`src/rtl/zii_slave_decode.sv`:
```
// Zorro II slave decoder: matches CPU cycles against the RAM, IDE and SD windows
// assigned by AutoConfig and sequences chip select, OVR_n and DTACK_n with per-region wait states.
module zii_slave_decode #(
   parameter int unsigned RAM_WS = 0,
   parameter int unsigned IO_WS  = 2
) (
   input  logic       C7M,
   input  logic       RESET,
   input  logic       AS_CPU_n,
   input  logic       DS_n,
   input  logic       RW_n,
   input  logic [7:0] A_HIGH,
   input  logic [2:0] BASE_RAM,
   input  logic [7:0] BASE_IDE,
   input  logic [7:0] BASE_SD,
   input  logic       RAM_CONFIGURED_n,
   input  logic       IDE_CONFIGURED_n,
   input  logic       SD_CONFIGURED_n,
   input  logic       JP6,
   output logic       RAM_CE_n,
   output logic       IDE_CS_n,
   output logic       SD_CS_n,
   output logic       OVR_n,
   output logic       DTACK_n,
   output logic       BUSY
);

   localparam logic [2:0] RAM_WS_L = RAM_WS[2:0];
   localparam logic [2:0] IO_WS_L  = IO_WS[2:0];

   typedef enum logic [1:0] {
      S_IDLE,
      S_WAIT,
      S_ACK,
      S_HOLD
   } state_t;

   state_t     r_state;
   state_t     w_state_next;
   logic [2:0] r_cnt;
   logic [2:0] w_cnt_next;
   // One-hot latched region: bit 0 RAM, bit 1 IDE, bit 2 SD.
   logic [2:0] r_region;
   logic [2:0] w_region_next;
   logic       r_armed;
   logic       r_ds_n;
   logic [2:0] r_sel_n;
   logic       r_ovr_n;
   logic       r_dtack_n;
   logic       r_busy;

   logic [3:0] w_ram_diff;
   logic       w_ram_in_win;
   logic       w_not_e8;
   logic       w_hit_ram;
   logic       w_hit_ide;
   logic       w_hit_sd;
   logic [2:0] w_hit_vec;
   logic       w_active_next;
   logic       w_dtack_next;
   logic       w_unused;

   // Reads and writes are timed identically, so the direction is not needed here.
   assign w_unused = RW_n;

   // A borrow in the 4-bit difference means the address is below the base; no wrap past A23.
   assign w_ram_diff   = {1'b0, A_HIGH[7:5]} - {1'b0, BASE_RAM};
   assign w_ram_in_win = !w_ram_diff[3] &&
                         (JP6 ? (w_ram_diff[2:0] < 3'd4) : (w_ram_diff[2:0] < 3'd2));
   assign w_not_e8     = (A_HIGH != 8'hE8);

   assign w_hit_ram = w_ram_in_win && !RAM_CONFIGURED_n && w_not_e8;
   assign w_hit_ide = (A_HIGH == BASE_IDE) && !IDE_CONFIGURED_n && w_not_e8;
   assign w_hit_sd  = (A_HIGH == BASE_SD) && !SD_CONFIGURED_n && w_not_e8;

   assign w_hit_vec = {w_hit_sd && !w_hit_ide && !w_hit_ram,
                       w_hit_ide && !w_hit_ram,
                       w_hit_ram};

   always_comb begin
      w_state_next  = r_state;
      w_cnt_next    = r_cnt;
      w_region_next = r_region;
      case (r_state)
         S_IDLE: begin
            w_region_next = 3'b000;
            if (r_armed && !AS_CPU_n && (w_hit_vec != 3'b000)) begin
               w_state_next  = S_WAIT;
               w_region_next = w_hit_vec;
               w_cnt_next    = w_hit_ram ? RAM_WS_L : IO_WS_L;
            end
         end
         S_WAIT: begin
            if (AS_CPU_n) begin
               w_state_next = S_IDLE;
            end else if (r_cnt == 3'd0) begin
               // Registered DS keeps the acknowledge one edge behind the strobe.
               if (!r_ds_n) begin
                  w_state_next = S_ACK;
               end
            end else begin
               w_cnt_next = r_cnt - 3'd1;
            end
         end
         S_ACK: begin
            w_state_next = AS_CPU_n ? S_IDLE : S_HOLD;
         end
         S_HOLD: begin
            if (AS_CPU_n) begin
               w_state_next = S_IDLE;
            end
         end
         default: begin
            w_state_next = S_IDLE;
         end
      endcase
   end

   assign w_active_next = (w_state_next != S_IDLE);
   assign w_dtack_next  = (w_state_next == S_ACK) || (w_state_next == S_HOLD);

   always_ff @(posedge C7M) begin
      if (RESET) begin
         r_state   <= S_IDLE;
         r_cnt     <= 3'd0;
         r_region  <= 3'b000;
         r_armed   <= 1'b0;
         r_ds_n    <= 1'b1;
         r_ovr_n   <= 1'b1;
         r_dtack_n <= 1'b1;
         r_busy    <= 1'b0;
      end else begin
         r_state   <= w_state_next;
         r_cnt     <= w_cnt_next;
         r_region  <= w_region_next;
         r_armed   <= r_armed || AS_CPU_n;
         r_ds_n    <= DS_n;
         r_ovr_n   <= !w_active_next;
         r_dtack_n <= !w_dtack_next;
         r_busy    <= w_active_next;
      end
   end

   genvar gi;
   generate
      for (gi = 0; gi < 3; gi++) begin : g_sel
         always_ff @(posedge C7M) begin
            if (RESET) begin
               r_sel_n[gi] <= 1'b1;
            end else begin
               r_sel_n[gi] <= !(w_active_next && w_region_next[gi]);
            end
         end
      end
   endgenerate

   assign RAM_CE_n = r_sel_n[0];
   assign IDE_CS_n = r_sel_n[1];
   assign SD_CS_n  = r_sel_n[2];
   assign OVR_n    = r_ovr_n;
   assign DTACK_n  = r_dtack_n;
   assign BUSY     = r_busy;

endmodule

```
`config.mk`:
```
export PLATFORM = sky130hd
export DESIGN_NAME = zii_slave_decode
export DESIGN_NICKNAME = d
export VERILOG_FILES = /design/src/rtl/zii_slave_decode.sv
export SDC_FILE = /design/constraint.sdc
export NUM_CORES = 1
export LEC_CHECK = 0
export ABC_CLOCK_PERIOD_IN_PS = 2080
export CAP_MARGIN = 20
export CELL_PAD_IN_SITES_DETAIL_PLACEMENT = 1
export CELL_PAD_IN_SITES_GLOBAL_PLACEMENT = 1
export CORE_UTILIZATION = 25
export CTS_CLUSTER_DIAMETER = 50
export DETAILED_ROUTE_END_ITERATION = 10
export PLACE_DENSITY_LB_ADDON = 0.1
export REMOVE_ABC_BUFFERS = 1
export SLEW_MARGIN = 15
export SYNTH_ARGS = -nofsm -noshare
export SYNTH_HDL_FRONTEND = slang
export SYNTH_SLANG_ARGS = --single-unit
```
`constraint.sdc`:
```
create_clock -name C7M -period 2.08 [get_ports C7M]
set_input_delay 0.416 -clock C7M [delete_from_list [all_inputs] [get_ports C7M]]
set_output_delay 0.416 -clock C7M [all_outputs]
set_load 0.03 [all_outputs]
```
==> impl_metrics.ini <==
[status]
status = complete, no violations

[cts]
cts_made_buffers = 3
cts_tree = done
clock-sinks = 16
htree_levels = 1
cts_buffer_depth = 2
postCtsHoldBufs = 0
clk_pin_slew_ns = 0.06
clock-root-buffer = clkbuf_8
clock_latency_ns = 0.24

[final_layout]
final_nets = 211
stdcell_count = 214
antenna_cells = 0
area_delta_synth_final_pct = 79.7
fin_area_mm2 = 0.00169
layout-drive-gt1-share_pct = 29.2
fill_cells = 428

[global_routing]
grt_max_degree = 10
grt_use_total_pct = 15.9
grt-ovfl-total = 0
grt_pass1_wl_mm = 4.97
grt_pass1_vias = 1131
antenna_found_initial = 0

[power]
power.switching_mw = 0.171
power_mw = 0.721
switching_share_pct = 23.7
ir_worst_vdd_v = 0.000191
p_per_area_mw_per_mm2 = 426
clkPwrFrac_pct = 30.0
power_frac_seq_pct = 43.4
p_leak_nw = 0.708
p_comb_share_pct = 26.7
internal_power_mw = 0.550

[timing]
fin_skew_ns = 0.00201
hold_violations = 0
max_slew.worst_pin.slew_ns = 0.351
fin_ws_ns = 0.0863
max_freq_ghz = 0.502
finalCritPeriodShare_pct = 95.9
slew_viol_final = 0
rsz0062_at_grt = false
finalSetupViolCount = 0
slew_headroom_pct = 76.6
fin_crit_ns = 1.99

[drt]
drt_iter0_drc = 15
drt_wl_total_mm = 2.88
drcViolationCount = 0
viasPerCell = 4.68
vias = 1002
wl_per_cell_um = 13.4
dr.pass1.iters = 2
final_antenna_net_count = 0

[placement]
dpl-instance-area_mm2 = 0.00155
dpl.cell_count = 210
post-dp-hpwl_mm = 2.28
globalplace.congestion = 0.764
place_ws_ns = -0.614
port_buffers = 40

[min_path]
min_from = r_cnt[2]
hold_end = r_cnt[2]
min_path_type = flop to flop
holdPathStages = 2

[floorplanning]
start_util_pct = 27.2
num_rows = 21
die_h_um = 63.4
pin_count = 42
fp.dieArea_mm2 = 0.00402
core-area_mm2 = 0.00347
die_width_um = 63.4

[worst_setup_path]
reg2reg_depth = 6
cp.required_ns = 2.21
crit_path_max_incr_delay_ns = 0.35
timing.rr.end = SD_CS_n
cp-end-kind = flop
cp_cell_sequence = dlygate4sd2_1, inv_2, buf_4, ha_1, a21o_1, a31o_2, and3_4, or3_1, a21oi_2, nand2b_1
path_max_fanout = 2
cp_slowest_cell = or3_1
worstPathArrival_ns = 2.12
rrSetupSlack_ns = 0.18
start_kind = input pin
critPathKind = input pin to flop
rr_startpoint = r_state[1]

[synthesis]
ys_seq_area_share_pct = 34.0
ys_warn_count = 0
synth_area_per_cell_um2 = 8.97
syn-cell-area_um2 = 942
synth-seq-cells = 16
syn_inst = 105
synth_cell_types = 33

[job]
cap_viol_max_count = 0
[timing repair]
action | in CTS | in global routing
setup endpoints to repair | 12 | 4
resized for setup | 39 | 4
pin swaps | 18 | 5
buffers inserted | 2 | 0
[cells in the mapped netlist, drive strengths merged]
master / n / area share [%]
or4b: 1 / 1.1
and3: 1 / 0.66
mux2i: 1 / 1.1
o41ai: 2 / 1.9
nand3b: 1 / 0.80
a21boi: 1 / 0.80
ha: 4 / 5.3
fa: 1 / 2.1
nand4: 4 / 2.7
a31o: 1 / 0.93
o211ai: 1 / 0.80
or2: 2 / 1.3
a31oi: 1 / 0.66
o31a: 1 / 0.93
nor2: 5 / 2.0
or3: 2 / 1.3
nor3: 6 / 3.2
a21oi: 3 / 2.0
or4: 1 / 0.80
nor4b: 2 / 1.9
nand2: 1 / 0.40
nor4: 4 / 2.7
inv: 8 / 3.2
a21o: 1 / 0.80
o21ai: 5 / 2.7
xor2: 17 / 16
nor2b: 4 / 2.7
clkbuf: 1 / 0.40
nand3: 1 / 1.1
dfxtp: 16 / 34
nand2b: 5 / 3.3
and4: 1 / 0.93
[registers in the layout, summed over array words and instances (netlist names)]
| name | count |
|---|---|
| SD_CS_n | 1 |
| RAM_CE_n | 1 |
| r_region | 3 |
| r_armed | 1 |
| r_state | 2 |
| DTACK_n | 1 |
| IDE_CS_n | 1 |
| r_ds_n | 1 |
| r_cnt | 3 |
| OVR_n | 1 |
| BUSY | 1 |
[metal layers]
layer,wire length [um],global-route usage [%],vias up
li1,-,-,499
met1,1220,18.3,472
met2,1530,29.7,29
met3,97,2.54,2
met4,27,4.26,0
met5,0,0,-
[stage by stage]
| stage | TNS (ns) | hold WS, ns | utilization (%) |
|---|---|---|---|
| after floorplan | 0 | 0.439 | - |
| after global placement | -5.03 | 0.462 | 44.6 |
| after detailed placement | -5.86 | 0.468 | 44.6 |
| after CTS | 0 | 0.476 | 48.9 |
| after global routing | 0 | 0.502 | 48.8 |
| final | 0 | 0.477 | 48.8 |
[cells by family after synthesis]
family / count (synthesis) / share of synthesized area [%]
AO/OA/AOI/OAI: 16 / 11.4
adder cells (fa/ha/maj): 5 / 7.44
XOR/XNOR: 17 / 15.8
multiplexers: 1 / 1.06
flip-flops: 16 / 34.0
AND/OR/NAND/NOR: 41 / 26.7
buffers and inverters: 9 / 3.59
[power by group through the flow]
stage	registers (mW)	clock network, mW	logic (mW)
4_1_cts	0.312	0.225	0.190
3_3_place_gp	0.319	0	0.171
2_1_floorplan	0.320	0	0.0564
3_5_place_dp	0.319	0	0.174
5_1_grt	0.313	0.244	0.210
6_report	0.313	0.216	0.192
[worst max-delay path by stage]
| stage | startpoint | to | slack [ns] | cells after the start |
|---|---|---|---|---|
| after floorplan | A_HIGH[5] | OVR_n | 0.008 | 8 |
| after global routing | AS_CPU_n | SD_CS_n | 0.01 | 7 |
| after CTS | BASE_RAM[0] | r_cnt[0] | 0.01 | 9 |
| after global placement | A_HIGH[5] | OVR_n | -0.51 | 9 |
| after detailed placement | A_HIGH[5] | OVR_n | -0.61 | 9 |
| final | BASE_RAM[1] | SD_CS_n | 0.09 | 10 |
[placed cells by master (no fill, tap or decap), types with 3 or more instances in the layout]
cell type and instances:
o21ai_0 5, xor2_1 16, ha_1 3, dlygate4sd2_1 8
nor3_1 4, buf_4 19, nor4_2 3, nor2_1 5
nand4_1 4, clkdlybuf4s50_1 28, dfxtp_1 16, clkbuf_8 3
nor2b_1 3, nand2b_1 4, inv_1 6
[cell type report]
type | count | area [um^2] | area share [%]
multi-input cells | 80 | 697 | 41.2
well taps | 46 | 57.6 | 3.40
repair buffers | 61 | 547 | 32.3
inverters | 8 | 30.0 | 1.77
flip-flops and latches | 16 | 320 | 18.9
clock buffers | 3 | 41.3 | 2.44
[worst max-delay path: cells and delay by family]
family	cells	cell delay, ns
compound gates	3	0.54
fa+ha+maj	1	0.17
buf+inv	3	0.38
simple gates	3	0.60
(Power assumes the default switching activity.)
